[config.mk]
export PLATFORM = sky130hd
export DESIGN_NAME = spike_vote_counter
export DESIGN_NICKNAME = d
export VERILOG_FILES = /design/src/rtl/spike_vote_counter_pkg.sv /design/src/rtl/vote_argmax.sv /design/src/rtl/spike_vote_counter.sv
export SDC_FILE = /design/constraint.sdc
export NUM_CORES = 1
export LEC_CHECK = 0
export BUFFER_PORTS_ARGS = -buffer_cell sky130_fd_sc_hd__clkbuf_2
export CAP_MARGIN = 20
export CORE_MARGIN = 2
export CORE_UTILIZATION = 60
export DETAILED_ROUTE_END_ITERATION = 8
export MAX_ROUTING_LAYER = met4
export PLACE_DENSITY = 0.89
export SETUP_SLACK_MARGIN = 0.3
export SLEW_MARGIN = 20
export SYNTH_ARGS = -nofsm -noshare
export SYNTH_HDL_FRONTEND = slang
export SYNTH_SLANG_ARGS = --single-unit
export TNS_END_PERCENT = 20
[constraint.sdc]
create_clock -name clock -period 4 [get_ports clock]
set_input_delay 0.4 -clock clock [delete_from_list [all_inputs] [get_ports clock]]
set_output_delay 0.4 -clock clock [all_outputs]
set_load 0.02 [all_outputs]
[src/rtl/spike_vote_counter_pkg.sv]
// Shared constants for the spiking classifier: model dimensions, vote-counter
// defaults and the vote-counter FSM state encoding.
package spike_vote_counter_pkg;

  localparam int unsigned IN_DIM  = 784;
  localparam int unsigned HID_DIM = 441;
  localparam int unsigned OUT_DIM = 10;

  localparam int unsigned DEF_NUM_CLASSES = OUT_DIM;
  localparam int unsigned DEF_ITER_NUM    = 30;
  localparam int unsigned DEF_CNT_W       = 8;
  localparam int unsigned DEF_CLS_W       = 4;

  typedef enum logic [1:0] {
    S_IDLE,
    S_ACCUM,
    S_ARGMAX,
    S_DONE
  } state_t;

endpackage

[src/rtl/vote_argmax.sv]
// Sequential arg-max over the vote counters: one class per cycle, strict
// greater-than so ties keep the lowest index.
module vote_argmax
  import spike_vote_counter_pkg::*;
#(
  parameter int unsigned NUM_CLASSES = DEF_NUM_CLASSES,
  parameter int unsigned CNT_W       = DEF_CNT_W,
  parameter int unsigned CLS_W       = DEF_CLS_W
) (
  input  logic             clock,
  input  logic             reset,
  input  logic             clear,
  input  logic             en,
  input  logic [CNT_W-1:0] cand_val,
  output logic [CLS_W-1:0] scan_idx,
  output logic             last,
  output logic [CLS_W-1:0] label,
  output logic [CNT_W-1:0] max_count
);

  localparam logic [CLS_W-1:0] LAST_IDX = CLS_W'(NUM_CLASSES - 1);

  logic [CLS_W-1:0] idx_q, idx_d;
  logic [CLS_W-1:0] best_idx_q, best_idx_d;
  logic [CNT_W-1:0] best_val_q, best_val_d;
  logic [CLS_W-1:0] label_q, label_d;
  logic [CNT_W-1:0] max_q, max_d;
  logic             take;

  always_comb begin
    idx_d      = idx_q;
    best_idx_d = best_idx_q;
    best_val_d = best_val_q;
    label_d    = label_q;
    max_d      = max_q;
    take       = cand_val > best_val_q;
    last       = en && (idx_q == LAST_IDX);
    if (clear) begin
      idx_d      = '0;
      best_idx_d = '0;
      best_val_d = '0;
      label_d    = '0;
      max_d      = '0;
    end else if (en) begin
      if (take) begin
        best_idx_d = idx_q;
        best_val_d = cand_val;
      end
      // The final comparison's winner is published in the same edge.
      if (idx_q == LAST_IDX) begin
        label_d = best_idx_d;
        max_d   = best_val_d;
        idx_d   = '0;
      end else begin
        idx_d = idx_q + 1'b1;
      end
    end
  end

  always_ff @(posedge clock or negedge reset) begin
    if (!reset) begin
      idx_q      <= '0;
      best_idx_q <= '0;
      best_val_q <= '0;
      label_q    <= '0;
      max_q      <= '0;
    end else begin
      idx_q      <= idx_d;
      best_idx_q <= best_idx_d;
      best_val_q <= best_val_d;
      label_q    <= label_d;
      max_q      <= max_d;
    end
  end

  assign scan_idx  = idx_q;
  assign label     = label_q;
  assign max_count = max_q;

endmodule

[src/rtl/spike_vote_counter.sv]
// Per-class spike vote counter: accumulates classifier spikes over ITER_NUM
// iterations, then scans for the winning class.
module spike_vote_counter
  import spike_vote_counter_pkg::*;
#(
  parameter int unsigned NUM_CLASSES = DEF_NUM_CLASSES,
  parameter int unsigned ITER_NUM    = DEF_ITER_NUM,
  parameter int unsigned CNT_W       = DEF_CNT_W,
  parameter int unsigned CLS_W       = DEF_CLS_W
) (
  input  logic             clock,
  input  logic             reset,
  input  logic             start,
  input  logic             spike_valid,
  input  logic             spike,
  input  logic [CLS_W-1:0] class_id,
  input  logic [CLS_W-1:0] rd_class,
  output logic [CNT_W-1:0] rd_count,
  output logic             busy,
  output logic             done,
  output logic [CLS_W-1:0] label,
  output logic [CNT_W-1:0] max_count,
  output logic             class_err
);

  localparam int unsigned      ITER_W    = $clog2(ITER_NUM + 1);
  localparam logic [CLS_W:0]   NC_EXT    = (CLS_W + 1)'(NUM_CLASSES);
  localparam logic [CLS_W-1:0] LAST_CLS  = CLS_W'(NUM_CLASSES - 1);
  localparam logic [ITER_W-1:0] ITER_END = ITER_W'(ITER_NUM);

  state_t            state_q, state_d;
  logic [CNT_W-1:0]  cnt_q [NUM_CLASSES];
  logic [CNT_W-1:0]  cnt_d [NUM_CLASSES];
  logic [ITER_W-1:0] iter_q, iter_d;
  logic              class_err_q, class_err_d;
  logic              id_ok;
  logic              scan_en, scan_last;
  logic [CLS_W-1:0]  scan_idx;
  logic [CNT_W-1:0]  scan_val;

  always_comb begin
    state_d     = state_q;
    cnt_d       = cnt_q;
    iter_d      = iter_q;
    class_err_d = class_err_q;
    id_ok       = {1'b0, class_id} < NC_EXT;
    if (start) begin
      state_d     = S_ACCUM;
      iter_d      = '0;
      class_err_d = 1'b0;
      for (int unsigned i = 0; i < NUM_CLASSES; i++) cnt_d[i] = '0;
    end else begin
      case (state_q)
        S_ACCUM: begin
          if (spike_valid) begin
            if (!id_ok) begin
              class_err_d = 1'b1;
            end else begin
              for (int unsigned i = 0; i < NUM_CLASSES; i++)
                if (spike && class_id == CLS_W'(i) && cnt_q[i] != '1)
                  cnt_d[i] = cnt_q[i] + 1'b1;
              // The highest class closes an iteration.
              if (class_id == LAST_CLS) begin
                iter_d = iter_q + 1'b1;
                if (iter_d == ITER_END) state_d = S_ARGMAX;
              end
            end
          end
        end
        S_ARGMAX: if (scan_last) state_d = S_DONE;
        default: ;
      endcase
    end
  end

  always_comb begin
    scan_val = '0;
    rd_count = '0;
    for (int unsigned i = 0; i < NUM_CLASSES; i++) begin
      if (scan_idx == CLS_W'(i)) scan_val = cnt_q[i];
      if (rd_class == CLS_W'(i)) rd_count = cnt_q[i];
    end
  end

  always_ff @(posedge clock or negedge reset) begin
    if (!reset) begin
      state_q     <= S_IDLE;
      iter_q      <= '0;
      class_err_q <= 1'b0;
      for (int unsigned i = 0; i < NUM_CLASSES; i++) cnt_q[i] <= '0;
    end else begin
      state_q     <= state_d;
      iter_q      <= iter_d;
      class_err_q <= class_err_d;
      cnt_q       <= cnt_d;
    end
  end

  assign scan_en = (state_q == S_ARGMAX);

  vote_argmax #(
    .NUM_CLASSES(NUM_CLASSES),
    .CNT_W      (CNT_W),
    .CLS_W      (CLS_W)
  ) u_argmax (
    .clock    (clock),
    .reset    (reset),
    .clear    (start),
    .en       (scan_en),
    .cand_val (scan_val),
    .scan_idx (scan_idx),
    .last     (scan_last),
    .label    (label),
    .max_count(max_count)
  );

  assign busy      = (state_q == S_ACCUM) || (state_q == S_ARGMAX);
  assign done      = (state_q == S_DONE);
  assign class_err = class_err_q;

endmodule

==> flow_metrics.env <==
export IMPL_cp_required_ps=4330
export IMPL_area_growth_pct=11.9
export IMPL_grt_overflow=0
export IMPL_p_per_area_mw_per_mm2=346
export IMPL_finClkSkew_ps=8.29
export IMPL_design_area_sq_mm=0.00857
export IMPL_dp_hpwl_um=14400
export IMPL_wl_per_cell_um=19.5
export IMPL_status="finished clean"
export IMPL_cts_clk_slew_worst_paths_ps=50
export IMPL_hp_class="in2reg"
export IMPL_routed_wl_um=20200
export IMPL_grt_max_degree=59
export IMPL_core_sq_mm=0.0125
export IMPL_vdd_drop_max_mv=0.305
export IMPL_final_nets=892
export IMPL_r2r_cells=10
export IMPL_vias=6663
export IMPL_p_leak_nw=3.53
export IMPL_drc=0
export IMPL_syn_nets=873
export IMPL_rsz0062_at_grt="false"
export IMPL_slew_headroom=0.523
export IMPL_ys_types=66
export IMPL_crit_type="reg2reg"
export IMPL_fin_ws_ps=519
export IMPL_worst_pin_slew_ps=710
export IMPL_yosys_area_top_type="dfrtp_1"
export IMPL_postCtsSetupBuffers=0
export IMPL_vias_per_cell=6.41
export IMPL_yosys_most_used_dff="dfrtp_1"
export IMPL_syn_avg_cell_area_sq_um=9.15
export IMPL_drv_cap=0
export IMPL_synthTopCellsByCount="116 x dfrtp_1, 95 x nor2_1, 63 x mux2i_1, 63 x nand2_1, 47 x a21oi_1"
export IMPL_die_width_um=117
export IMPL_final_hold_viol_count=0
export IMPL_htreeDepth=4
export IMPL_port_buffers=35
export IMPL_synth_edf_count=0
export IMPL_placementRows=41
export IMPL_ios=36
export IMPL_drive_gt1_frac=0.111
export IMPL_syn_inst=837
export IMPL_gp_congestion=1.02
export IMPL_die_area_sq_mm=0.0137
export IMPL_cp_data_arrival_time_ps=3810
export IMPL_final_setup_tns_ps=0
export IMPL_ys_async_sr_fraction=1.00
export IMPL_ant_nets=0
export IMPL_cts_buffers=17
export IMPL_min_path_cells=3
export IMPL_cts_max_path_buffers=2
export IMPL_synth_warning_count=0
export IMPL_initial_utilization=0.612
export IMPL_netlist_area_sq_mm=0.00766
export IMPL_clockRootBuffer="clkbuf_16"
export IMPL_regArea_sq_mm=0.00290
export IMPL_post_place_ws_ps=465
export IMPL_drtIter0Drc=730
export IMPL_power_mw=2.96
export IMPL_yosysTopAreaCellShare=0.379
export IMPL_seq_area_frac_synth=0.379
export IMPL_drv_slew=0
export IMPL_antenna_found_initial=0
export IMPL_post_route_period_util=0.870
export IMPL_ys_ff_latch=116
export IMPL_min_period_ps=3480
export IMPL_fill_cells=993
export IMPL_insertedDiodeCount=0
export IMPL_cts_sinks=116
export IMPL_multiInputGateArea_sq_mm=0.00443
export IMPL_gr_usage_all_layers=0.328
export IMPL_die_h_um=117
export IMPL_cp_max_fo=17
export IMPL_crit_path_start_kind="flip-flop"
export IMPL_crit_path_end_kind="flip-flop"
export IMPL_grt_first_pass_wirelength_um=32700
export IMPL_maxClockFrequency_mhz=287
export IMPL_synth_area_leaders="dfrtp_1 38%, mux2i_1 8.2%, xnor2_1 5.3%"
export IMPL_yosys_cell_count_top_type="dfrtp_1"
export IMPL_setup_violations=0
export IMPL_cts_tree="built"
export IMPL_insertion_delay_ps=430
export IMPL_first_global_vias=6226
export IMPL_dr_pass1_iters=5
export IMPL_place_area_sq_mm=0.00791
-- layout make-up --
class	count	share of cell area
multi-input cells	646	0.517
flip-flops and latches	116	0.339
clock buffers	20	0.0521
repair buffers	47	0.0333
well taps	172	0.0251
clock inverters	11	0.0213
inverters	28	0.0123
-- metrics by stage --
step	hold WS, ps	utilization	std cells
2_1_floorplan	104	-	837
3_3_place_gp	368	0.632	1008
3_5_place_dp	368	0.632	1008
4_1_cts	257	0.683	1040
5_1_grt	271	0.685	1040
6_report	265	0.685	1040
-- final timing paths --
check	from	slack, ps	end
max in group asynchronous	reset	2640	u_argmax.label[3]
worst max register to register	u_argmax.scan_idx[2]	520	u_argmax.max_count[5]
min in group asynchronous	reset	450	cnt_q[40]
worst min-delay path	spike_valid	270	class_err
worst max-delay path	u_argmax.scan_idx[2]	520	u_argmax.max_count[5]
worst min register to register	u_argmax.label[3]	480	u_argmax.label[3]
-- cells by family (layout without fill, tap and decap cells) --
group,Yosys count,count (layout),synth area share
AOI/OAI and AO/OA,162,162,0.142
and+or+nand+nor,318,318,0.213
xor gates and xnor gates,69,69,0.0789
muxes,74,74,0.104
adders and majority gates,23,23,0.0376
buffers and inverters,75,106,0.0454
DFF,116,116,0.379
-- sequential cells by signal, indices dropped and copies added, names as in the netlist --
signal / cells
iter_q: 5
u_argmax.label: 4
u_argmax.best_val_q: 8
class_err: 1
u_argmax.max_count: 8
cnt_q: 80
u_argmax.best_idx_q: 4
state_q: 2
u_argmax.scan_idx: 4
-- metal layers --
metal	vias to the layer above	GRT usage	wire length, um
met4	0	0.115	463
li1	3112	-	-
met1	3232	0.429	8590
met3	47	0.0906	1660
met5	-	-	0
met2	272	0.493	9530
-- worst max-delay path: stages (launching register included) --
cell	delay (ps)
dfrtp_1	500
buf_4	260
nor2b_1	170
a221o_1	320
a222oi_1	510
ha_1	360
and3_1	210
and4_1	270
a21oi_1	320
o21ai_2	210
o221ai_1	250
-- report_power, final --
part	switching (mW)	internal [mW]	leakage, nW
Combinational	0.0994	0.0363	1.60
Sequential	0.00461	1.18	1.61
Clock	0.536	1.11	0.309
Total	0.640	2.32	3.53
-- layout by cell type, fill, tap and decap left out, types with 19 or more instances in the layout --
cell type,count
nor2_1,95
a21oi_1,46
xor2_1,23
inv_1,28
xnor2_1,46
nand4_1,27
clkbuf_2,33
nand3_1,37
o21ai_0,19
dfrtp_1,116
ha_1,23
mux2i_1,63
nand2_1,63
-- what timing repair did --
action | 4_1_cts | 5_1_grt
gates resized for setup | 0 | 6
endpoints found under the hold margin | 32 | 0
hold buffers | 1 | 0
setup endpoints to repair | 0 | 20
No activity file was read; power rests on OpenSTA's default activity.
